==> src/rtl/tick_cycle_sequencer.sv <==
// Operating-cycle sequencer driven by the 4 s system tick: WORK/REST phases
// repeated a programmed number of times, with pause, cancel and a done pulse.
module tick_cycle_sequencer #(
  parameter int CNT_W = 8,
  parameter int REP_W = 4
) (
  input  logic             clk,
  input  logic             reset,
  input  logic             tick,
  input  logic             start,
  input  logic             pause,
  input  logic             cancel,
  input  logic [CNT_W-1:0] work_len,
  input  logic [CNT_W-1:0] rest_len,
  input  logic [REP_W-1:0] reps,
  output logic [2:0]       state,
  output logic             busy,
  output logic             working,
  output logic             resting,
  output logic [CNT_W-1:0] remaining,
  output logic [REP_W-1:0] reps_left,
  output logic             done,
  output logic             err
);

  typedef enum logic [2:0] {
    S_IDLE  = 3'd0,
    S_WORK  = 3'd1,
    S_REST  = 3'd2,
    S_DONE  = 3'd3,
    S_PAUSE = 3'd4
  } state_t;

  localparam logic [CNT_W-1:0] CNT_ONE = CNT_W'(1);
  localparam logic [REP_W-1:0] REP_ONE = REP_W'(1);

  state_t           state_q, state_d;
  logic             rest_phase_q, rest_phase_d;  // frozen phase while paused: 1 = REST
  logic [CNT_W-1:0] remaining_q, remaining_d;
  logic [REP_W-1:0] reps_left_q, reps_left_d;
  logic [CNT_W-1:0] work_len_q, work_len_d;
  logic [CNT_W-1:0] rest_len_q, rest_len_d;
  logic             done_q, done_d;
  logic             err_q, err_d;

  // State and datapath register.
  // NOTE: sequential state uses non-blocking assignments only, so every
  // register samples the pre-edge value of every other register.
  always_ff @(posedge clk or posedge reset) begin
    if (reset) begin
      state_q      <= S_IDLE;
      rest_phase_q <= 1'b0;
      remaining_q  <= '0;
      reps_left_q  <= '0;
      work_len_q   <= '0;
      rest_len_q   <= '0;
      done_q       <= 1'b0;
      err_q        <= 1'b0;
    end else begin
      state_q      <= state_d;
      rest_phase_q <= rest_phase_d;
      remaining_q  <= remaining_d;
      reps_left_q  <= reps_left_d;
      work_len_q   <= work_len_d;
      rest_len_q   <= rest_len_d;
      done_q       <= done_d;
      err_q        <= err_d;
    end
  end

  // Next-state logic. Priority within a cycle: cancel > start > pause > tick.
  // NOTE: every variable gets a default before the case so no path leaves it
  // unassigned, which would otherwise infer a latch.
  always_comb begin
    state_d      = state_q;
    rest_phase_d = rest_phase_q;
    remaining_d  = remaining_q;
    reps_left_d  = reps_left_q;
    work_len_d   = work_len_q;
    rest_len_d   = rest_len_q;
    done_d       = 1'b0;
    err_d        = 1'b0;

    case (state_q)
      S_IDLE: begin
        if (start && !cancel) begin
          if (work_len != '0 && reps != '0) begin
            state_d     = S_WORK;
            work_len_d  = work_len;
            rest_len_d  = rest_len;
            remaining_d = work_len;
            reps_left_d = reps;
          end else begin
            err_d = 1'b1;
          end
        end
      end

      S_WORK, S_REST: begin
        if (cancel) begin
          state_d     = S_IDLE;
          remaining_d = '0;
          reps_left_d = '0;
        end else if (pause) begin
          state_d      = S_PAUSE;
          rest_phase_d = (state_q == S_REST);
        end else if (tick) begin
          if (remaining_q > CNT_ONE) begin
            remaining_d = remaining_q - CNT_ONE;
          end else if (state_q == S_REST) begin
            state_d     = S_WORK;
            remaining_d = work_len_q;
            reps_left_d = reps_left_q - REP_ONE;
          end else if (reps_left_q <= REP_ONE) begin
            // Last WORK phase: finish without a trailing REST.
            state_d     = S_DONE;
            remaining_d = '0;
            reps_left_d = '0;
            done_d      = 1'b1;
          end else if (rest_len_q != '0) begin
            state_d     = S_REST;
            remaining_d = rest_len_q;
          end else begin
            state_d     = S_WORK;
            remaining_d = work_len_q;
            reps_left_d = reps_left_q - REP_ONE;
          end
        end
      end

      S_PAUSE: begin
        if (cancel) begin
          state_d     = S_IDLE;
          remaining_d = '0;
          reps_left_d = '0;
        end else if (!pause) begin
          state_d = rest_phase_q ? S_REST : S_WORK;
        end
      end

      S_DONE: begin
        state_d = S_IDLE;
      end

      default: begin
        state_d     = S_IDLE;
        remaining_d = '0;
        reps_left_d = '0;
      end
    endcase
  end

  // Output decode: flags depend only on the state and the saved phase bit.
  always_comb begin
    busy    = 1'b0;
    working = 1'b0;
    resting = 1'b0;
    case (state_q)
      S_WORK:  begin busy = 1'b1; working = 1'b1; end
      S_REST:  begin busy = 1'b1; resting = 1'b1; end
      S_PAUSE: begin
        busy    = 1'b1;
        working = !rest_phase_q;
        resting = rest_phase_q;
      end
      default: ;
    endcase
  end

  assign state     = state_q;
  assign remaining = remaining_q;
  assign reps_left = reps_left_q;
  assign done      = done_q;
  assign err       = err_q;

endmodule

==> config.mk <==
export PLATFORM = sky130hd
export DESIGN_NAME = tick_cycle_sequencer
export DESIGN_NICKNAME = d
export VERILOG_FILES = /design/src/rtl/tick_cycle_sequencer.sv
export SDC_FILE = /design/constraint.sdc
export NUM_CORES = 1
export LEC_CHECK = 0
export BUFFER_PORTS_ARGS = -buffer_cell sky130_fd_sc_hd__buf_2
export CAP_MARGIN = 20
export CORE_ASPECT_RATIO = 0.75
export CORE_MARGIN = 3
export CORE_UTILIZATION = 58
export DETAILED_ROUTE_END_ITERATION = 12
export GPL_TIMING_DRIVEN = 0
export HOLD_SLACK_MARGIN = 0.02
export PLACE_DENSITY_LB_ADDON = 0.2
export REMOVE_ABC_BUFFERS = 1
export SLEW_MARGIN = 20
export SYNTH_ARGS = -nofsm -noshare
export SYNTH_HDL_FRONTEND = slang
export SYNTH_SLANG_ARGS = --single-unit
export TNS_END_PERCENT = 10
==> constraint.sdc <==
create_clock -name clk -period 5.2 [get_ports clk]
set_clock_uncertainty 0.1 [all_clocks]
set_input_delay 0.26 -clock clk [delete_from_list [all_inputs] [get_ports clk]]
set_output_delay 0.26 -clock clk [all_outputs]
set_load 0.03 [all_outputs]
==> metrics.cfg, run 1 <==
[clock_tree]
h-tree-depth=2
ctsRootBufferMaster=clkbuf_8
tritoncts=done
post_cts_resized=0
clk_pin_slew_ns=0.08
postCtsSetupBuffers=0
clk_path_buf_depth=2
cts_hold_buf=1
numCtsBuffers=5
clock_latency_ns=0.30
numClockSinks=34

[setup_path]
reg2reg_to=remaining[3]$_DFFE_PP0P_
r2r_slack_ns=2.47
crit_path_max_fanout=5
timing.critical_path.to_type=flop
crit_arrival_ns=2.78
worstRegToRegCells=7
reg2reg_from=reps_left[0]$_DFFE_PP0P_
crit_required_ns=5.26
worst_setup_path_start_kind=flop
crit_type=reg2reg

[route]
ant_nets=0
drt_iter0_drc=189
routed_wl_mm=5.11
avgViaCountPerCell=6.20
vias=1853
dr.pass1.iters=4
drc=0
wl_per_cell_um=17.1

[synth]
synth_ff_type=dfrtp_1
syn_area_um2=2060
async_flop_share_pct=100
synth_edf_count=0
synth_cell_type_count=56
synth.avg_cell_area_um2=9.49
ys_seq_elements=34
yosys_warnings=0
postSynthCellCount=217
ys_seq_area_share_pct=41.3

[placement]
place.gp.congestion=0.930
io_buffers=45
dpl_cell_area_um2=2280
dp_cells=290
hpwl_mm=3.82

[die]
core_um2=3360
die_x_um=74.8
die_area_um2=4310
die_h_um=57.6
initial_core_util_pct=61.4
num_io_pins=46
rows=18

[finish]
antenna_cells=0
drive_gt1_share_pct=28.6
final_area_um2=2390
nets=288
stdcell_count=299
syn_to_final_growth_pct=15.9

[timing]
slew_violations=0
fmax_mhz=367
final_hold_viol_count=0
fin_crit_sh_pct=52.4
worst_pin_slew_ns=0.836
relSlewSlack_pct=43.6
setup_viol=0
fin_crit_ns=2.73
rsz0062_at_grt=no
setup_tns_ns=0

[global_routing]
grt_util_all_layers_pct=25.7
grt-ovfl-total=0
first_global_vias=1698
grt_start_max_net_pins=35
antenna_found_initial=0
grt_pass1_wl_mm=8.33

[worst_hold_path]
hp-class=in2reg
hold_depth=2
holdPathEnd=rest_len_q[0]$_DFFE_PP0P_
hp-start=rest_len[0]

[pwr]
leakagePower_nw=1.08
powerDensity_nw_per_um2=637
peakVddDrop_uv=409

[run_status]
status=completed

[job]
cap_violations=0

## registers in the layout (all words and copies together) (netlist names)
| name | count |
|---|---|
| done | 1 |
| err | 1 |
| remaining | 8 |
| reps_left | 4 |
| rest_len_q | 8 |
| rest_phase_q | 1 |
| state | 3 |
| work_len_q | 8 |
## worst max path at each step
stage                        startpoint                        end  slack [ns]  cells after the start
2_1_floorplan      state[0]$_DFFE_PP0P_  rest_len_q[0]$_DFFE_PP0P_        2.64                      3
3_3_place_gp       state[0]$_DFFE_PP0P_  work_len_q[5]$_DFFE_PP0P_        2.21                      3
3_5_place_dp   reps_left[0]$_DFFE_PP0P_   remaining[3]$_DFFE_PP0P_        2.55                      7
4_1_cts        reps_left[0]$_DFFE_PP0P_   remaining[3]$_DFFE_PP0P_        2.51                      7
5_1_grt        reps_left[0]$_DFFE_PP0P_   remaining[4]$_DFFE_PP0P_        2.30                      7
6_report       reps_left[0]$_DFFE_PP0P_   remaining[3]$_DFFE_PP0P_        2.47                      7
## cells in the mapped netlist, drive strengths merged (4+ instances only)
cell type  number  share of area [%]
o221ai          8                3.4
a21oi          10                2.6
nor2            8                1.5
nand2          20                3.6
o21ai          15                3.6
a221oi          5                2.4
inv            18                3.3
clkbuf          8                1.5
or3             5                1.8
ha              4                2.4
nor3            5                1.5
nor4            6                1.8
mux2           13                7.1
buf             4                1.2
a21boi          4                1.5
dfrtp          34                 41
## layer usage
metal,GRT usage [%],share of wire [%],vias up
met5,0,0,-
met4,6.85,0.98,0
met3,7.57,8.6,8
met2,35.3,42,71
met1,39.3,48,881
li1,-,-,893
## worst max-delay path, cell delays in order (launching register included)
cell,delay (ns)
dfrtp_1,0.42
inv_1,0.11
ha_1,0.21
nor2_1,0.08
o311ai_0,0.70
nand2_1,0.30
a221oi_1,0.46
o221ai_1,0.20
## cells by family after synthesis
| logic type | share of synthesized area, % |
|---|---|
| compound gates | 24.5 |
| xor+xnor | 2.13 |
| fa+ha+maj | 2.43 |
| buf+inv | 5.95 |
| flops | 41.3 |
| mux | 8.57 |
| simple gates | 15.1 |
## cells in the final DEF (no fill, tap or decap), types with 3 or more instances in the layout
| master | n |
|---|---|
| nor2b_1 | 3 |
| buf_2 | 45 |
| nand2_1 | 20 |
| nor4_1 | 6 |
| o21ai_0 | 13 |
| ha_1 | 4 |
| a21boi_0 | 4 |
| xnor2_1 | 3 |
| nor3_1 | 3 |
| a31oi_1 | 3 |
| nor2_1 | 8 |
| a221oi_1 | 4 |
| a211o_1 | 3 |
| o221ai_1 | 8 |
| clkbuf_8 | 6 |
| mux2_2 | 13 |
| mux2i_1 | 3 |
| or3_1 | 4 |
| dfrtp_1 | 34 |
| inv_1 | 17 |
| a21oi_1 | 9 |
| a21o_1 | 3 |
## through the flow
step | utilization (%) | hold slack, ns | total power [mW] | worst slack (ns)
final | 71.1 | 0.102 | 1.52 | 2.47
after global routing | 71.1 | 0.0995 | 1.63 | 2.30
after CTS | 71.1 | 0.0998 | 1.51 | 2.51
after detailed placement | 68.1 | 0.316 | 1.30 | 2.55
after global placement | 67.9 | 0.383 | 1.28 | 2.21
after floorplan | - | 0.277 | 1.08 | 2.64
## report_power, final
| group | total, mW | internal (mW) | switching (mW) | leakage [nW] |
|---|---|---|---|---|
| registers | 0.503 | 0.380 | 0.123 | 0.425 |
| clock network | 0.209 | 0.107 | 0.102 | 0.0482 |
| logic | 0.807 | 0.312 | 0.495 | 0.607 |
## final cells by class
cell class                 instances  area, um2
sequential                        34        851
fill                             275        970
clock buffer                       7       86.3
timing repair buffer              46        235
tap                               40       50.0
multi-input combinational        153       1090
inverter                          18       67.6
clock inverter                     1       5.00
(Power assumes the default switching activity.)
==> run 2: changes to the inputs <==
Settings changed: CORE_UTILIZATION 58 to 54.
Clock period 5.2 ns to 2.6 ns, I/O delays scaled along.
==> run 2 against run 1 <==
Non-clock buffer count up 12. Register-to-register slack worse by 2.4 ns. Utilization up 1.8 points. Final cell count up 7.4%. Critical path type unchanged. First-iteration DRC count up 0.53%. Fmax up 8.6%. Global-route usage down 1.7 points. Critical endpoint is now reps_left[2]$_DFFE_PP0P_. Die area up 6.7%. Combinational power up 100%.
==> metrics.cfg, run 2 (synthesized netlist as in run 1, its figures left out) <==
[clock_tree]
ctsRootBufferMaster=clkbuf_8
numClockSinks=34  ; unchanged
clk_path_buf_depth=2  ; unchanged
h-tree-depth=2  ; unchanged
clk_pin_slew_ns=0.07  ; about the same
tritoncts=done
clock_latency_ns=0.28  ; -0.02 ns
postCtsSetupBuffers=0  ; unchanged
numCtsBuffers=5  ; unchanged

[placement]
dp_slack_ns=-0.0609  ; -2.61 ns
dp_cells=300  ; +3.4%
io_buffers=45  ; unchanged
hpwl_mm=3.85  ; +0.71%
place.gp.congestion=0.866  ; -6.9%

[pwr]
leakagePower_nw=1.13  ; +4.6%
peakVddDrop_uv=772  ; +89%
power_mw=3.05  ; +100%
powerDensity_nw_per_um2=1210  ; +89%
p_int_mw=1.61  ; +100%
seqPwrFrac_pct=33.3  ; +0.2 points
combPwrFrac_pct=53.5  ; +0.4 points
switchingPower_mw=1.44  ; +100%
pwr-share-clk_pct=13.2  ; -0.5 points
p_sw_share_pct=47.2  ; -0.21 points

[setup_path]
crit_arrival_ns=2.54  ; -0.24 ns
timing.critical_path.to_type=flop
r2r_slack_ns=0.09  ; -2.38 ns
crit_path_max_fanout=16  ; +11
crit_required_ns=2.62  ; -2.64 ns
critical_path.cell_chain=or3b_1 -> o31a_1 -> a21oi_2 -> o211ai_1 -> o221ai_1
worst_setup_path_start_kind=flop
reg2reg_from=state[2]$_DFFE_PP0P_
crit_type=reg2reg
cp_slowest_cell=dfrtp_1
reg2reg_to=reps_left[2]$_DFFE_PP0P_
worstRegToRegCells=5  ; -2
slowest_delay_ns=0.65  ; -0.05 ns

[timing]
final_hold_viol_count=0  ; unchanged
slew_violations=0  ; unchanged
rsz0062_at_grt=yes
setup_tns_ns=0  ; unchanged
fin_crit_sh_pct=96.6  ; +44 points
relSlewSlack_pct=50.2  ; +6.6 points
worst_pin_slew_ns=0.743  ; -0.0928 ns
fin_crit_ns=2.51  ; -0.216 ns
fin_ws_ns=0.0883  ; -2.38 ns
fmax_mhz=398  ; +8.6%
setup_viol=0  ; unchanged
whs_ns=0.0288  ; -0.0729 ns

[global_routing]
first_global_vias=1780  ; +4.8%
grt_pass1_wl_mm=8.54  ; +2.6%
grt_start_max_net_pins=35  ; unchanged
antenna_found_initial=0  ; unchanged
grt_util_all_layers_pct=24.0  ; -1.7 points
grt-ovfl-total=0  ; unchanged

[route]
avgViaCountPerCell=6.07  ; -2.0%
dr.pass1.iters=5  ; +1
drt_iter0_drc=190  ; +0.53%
ant_nets=0  ; unchanged
routed_wl_mm=5.25  ; +2.7%
wl_per_cell_um=16.4  ; -4.3%
drc=0  ; unchanged
vias=1949  ; +5.2%

[worst_hold_path]
holdPathEnd=work_len_q[5]$_DFFE_PP0P_
hp-class=in2reg
hold_depth=2  ; unchanged
hp-start=work_len[5]

[finish]
stdcell_count=321  ; +7.4%
num-fill-cells=297  ; +8.0%
nets=300  ; +4.2%
syn_to_final_growth_pct=22.7
layout_common_cells=buf_2 (45), dfrtp_1 (34), nand2_1 (20), inv_1 (17)
drive_gt1_share_pct=28.0  ; -0.53 points
final_common_cell=buf_2
antenna_cells=0  ; unchanged

[die]
num_io_pins=46  ; unchanged
core_um2=3470  ; +3.4%
die_h_um=59.5  ; +3.3%
rows=18  ; unchanged
die_area_um2=4600  ; +6.7%
initial_core_util_pct=59.4  ; -2.0 points
die_x_um=77.3  ; +3.3%

[run_status]
status=completed

[job]
cap_violations=0  ; unchanged

==> run 2: cell count changes in the layout (fill, tap and decap cells not counted), sizes merged <==
cell | previous run | this run
dlygate4sd3 | 1 | 13
==> run 2: how the worst max path moves through the flow <==
stage                                     from                   endpoint  slack (ns)  depth (start not counted)
after floorplan           state[0]$_DFFE_PP0P_  rest_len_q[0]$_DFFE_PP0P_        0.04                          3
after global placement    state[0]$_DFFE_PP0P_  rest_len_q[3]$_DFFE_PP0P_       -0.43                          3
after detailed placement  state[0]$_DFFE_PP0P_  rest_len_q[4]$_DFFE_PP0P_       -0.06                          3
after CTS                 state[0]$_DFFE_PP0P_  rest_len_q[4]$_DFFE_PP0P_        0.18                          3
after global routing      state[2]$_DFFE_PP0P_   reps_left[2]$_DFFE_PP0P_       -0.04                          5
final                     state[2]$_DFFE_PP0P_   reps_left[2]$_DFFE_PP0P_        0.09                          5
==> run 2: repair_timing <==
item / CTS / global route
hold buffers: 13 / 0
hold endpoints to repair: 48 / 0
setup endpoints to repair: 13 / 15
resized for setup: 2 / 1
==> run 2: power by group through the flow <==
| stage | combinational [mW] | clock (mW) | sequential [mW] |
|---|---|---|---|
| floorplan | 1.02 | 0 | 1.13 |
| global placement | 1.55 | 0 | 1.00 |
| detailed placement | 1.58 | 0 | 1.02 |
| CTS | 1.61 | 0.407 | 1.01 |
| global route | 1.79 | 0.429 | 1.06 |
| finish | 1.63 | 0.403 | 1.02 |
==> run 2: metal layers <==
layer | GRT usage [%] | vias to the layer above | part of all wire (%)
met2 | 36.2 | 109 | 44
met1 | 34.1 | 914 | 44
met3 | 8.21 | 8 | 11
li1 | - | 918 | -
met4 | 4.31 | 0 | 0.82
met5 | 0 | - | 0
==> run 2: stage by stage <==
stage | utilization, % | cell area (um2)
finish | 72.9 | 2530
global route | 72.9 | 2530
CTS | 72.7 | 2520
detailed placement | 66.2 | 2300
global placement | 66.1 | 2290
floorplan | - | 2000
==> run 2: area by class of cell <==
type | count | area [um2] | share of cell area [%]
Multi-Input combinational cell | 153 | 1100 | 43.5
Clock buffer | 7 | 86.3 | 3.42
Clock inverter | 1 | 5.00 | 0.198
Sequential cell | 34 | 851 | 33.7
Timing Repair Buffer | 58 | 355 | 14.1
Tap cell | 50 | 62.6 | 2.48
Inverter | 18 | 67.6 | 2.67
==> run 2: worst max-delay path: cells and delay by family (launching register included) <==
kind            cells  cell delay [ns]
compound gates      4             1.24
flops               1             0.65
simple gates        1             0.35
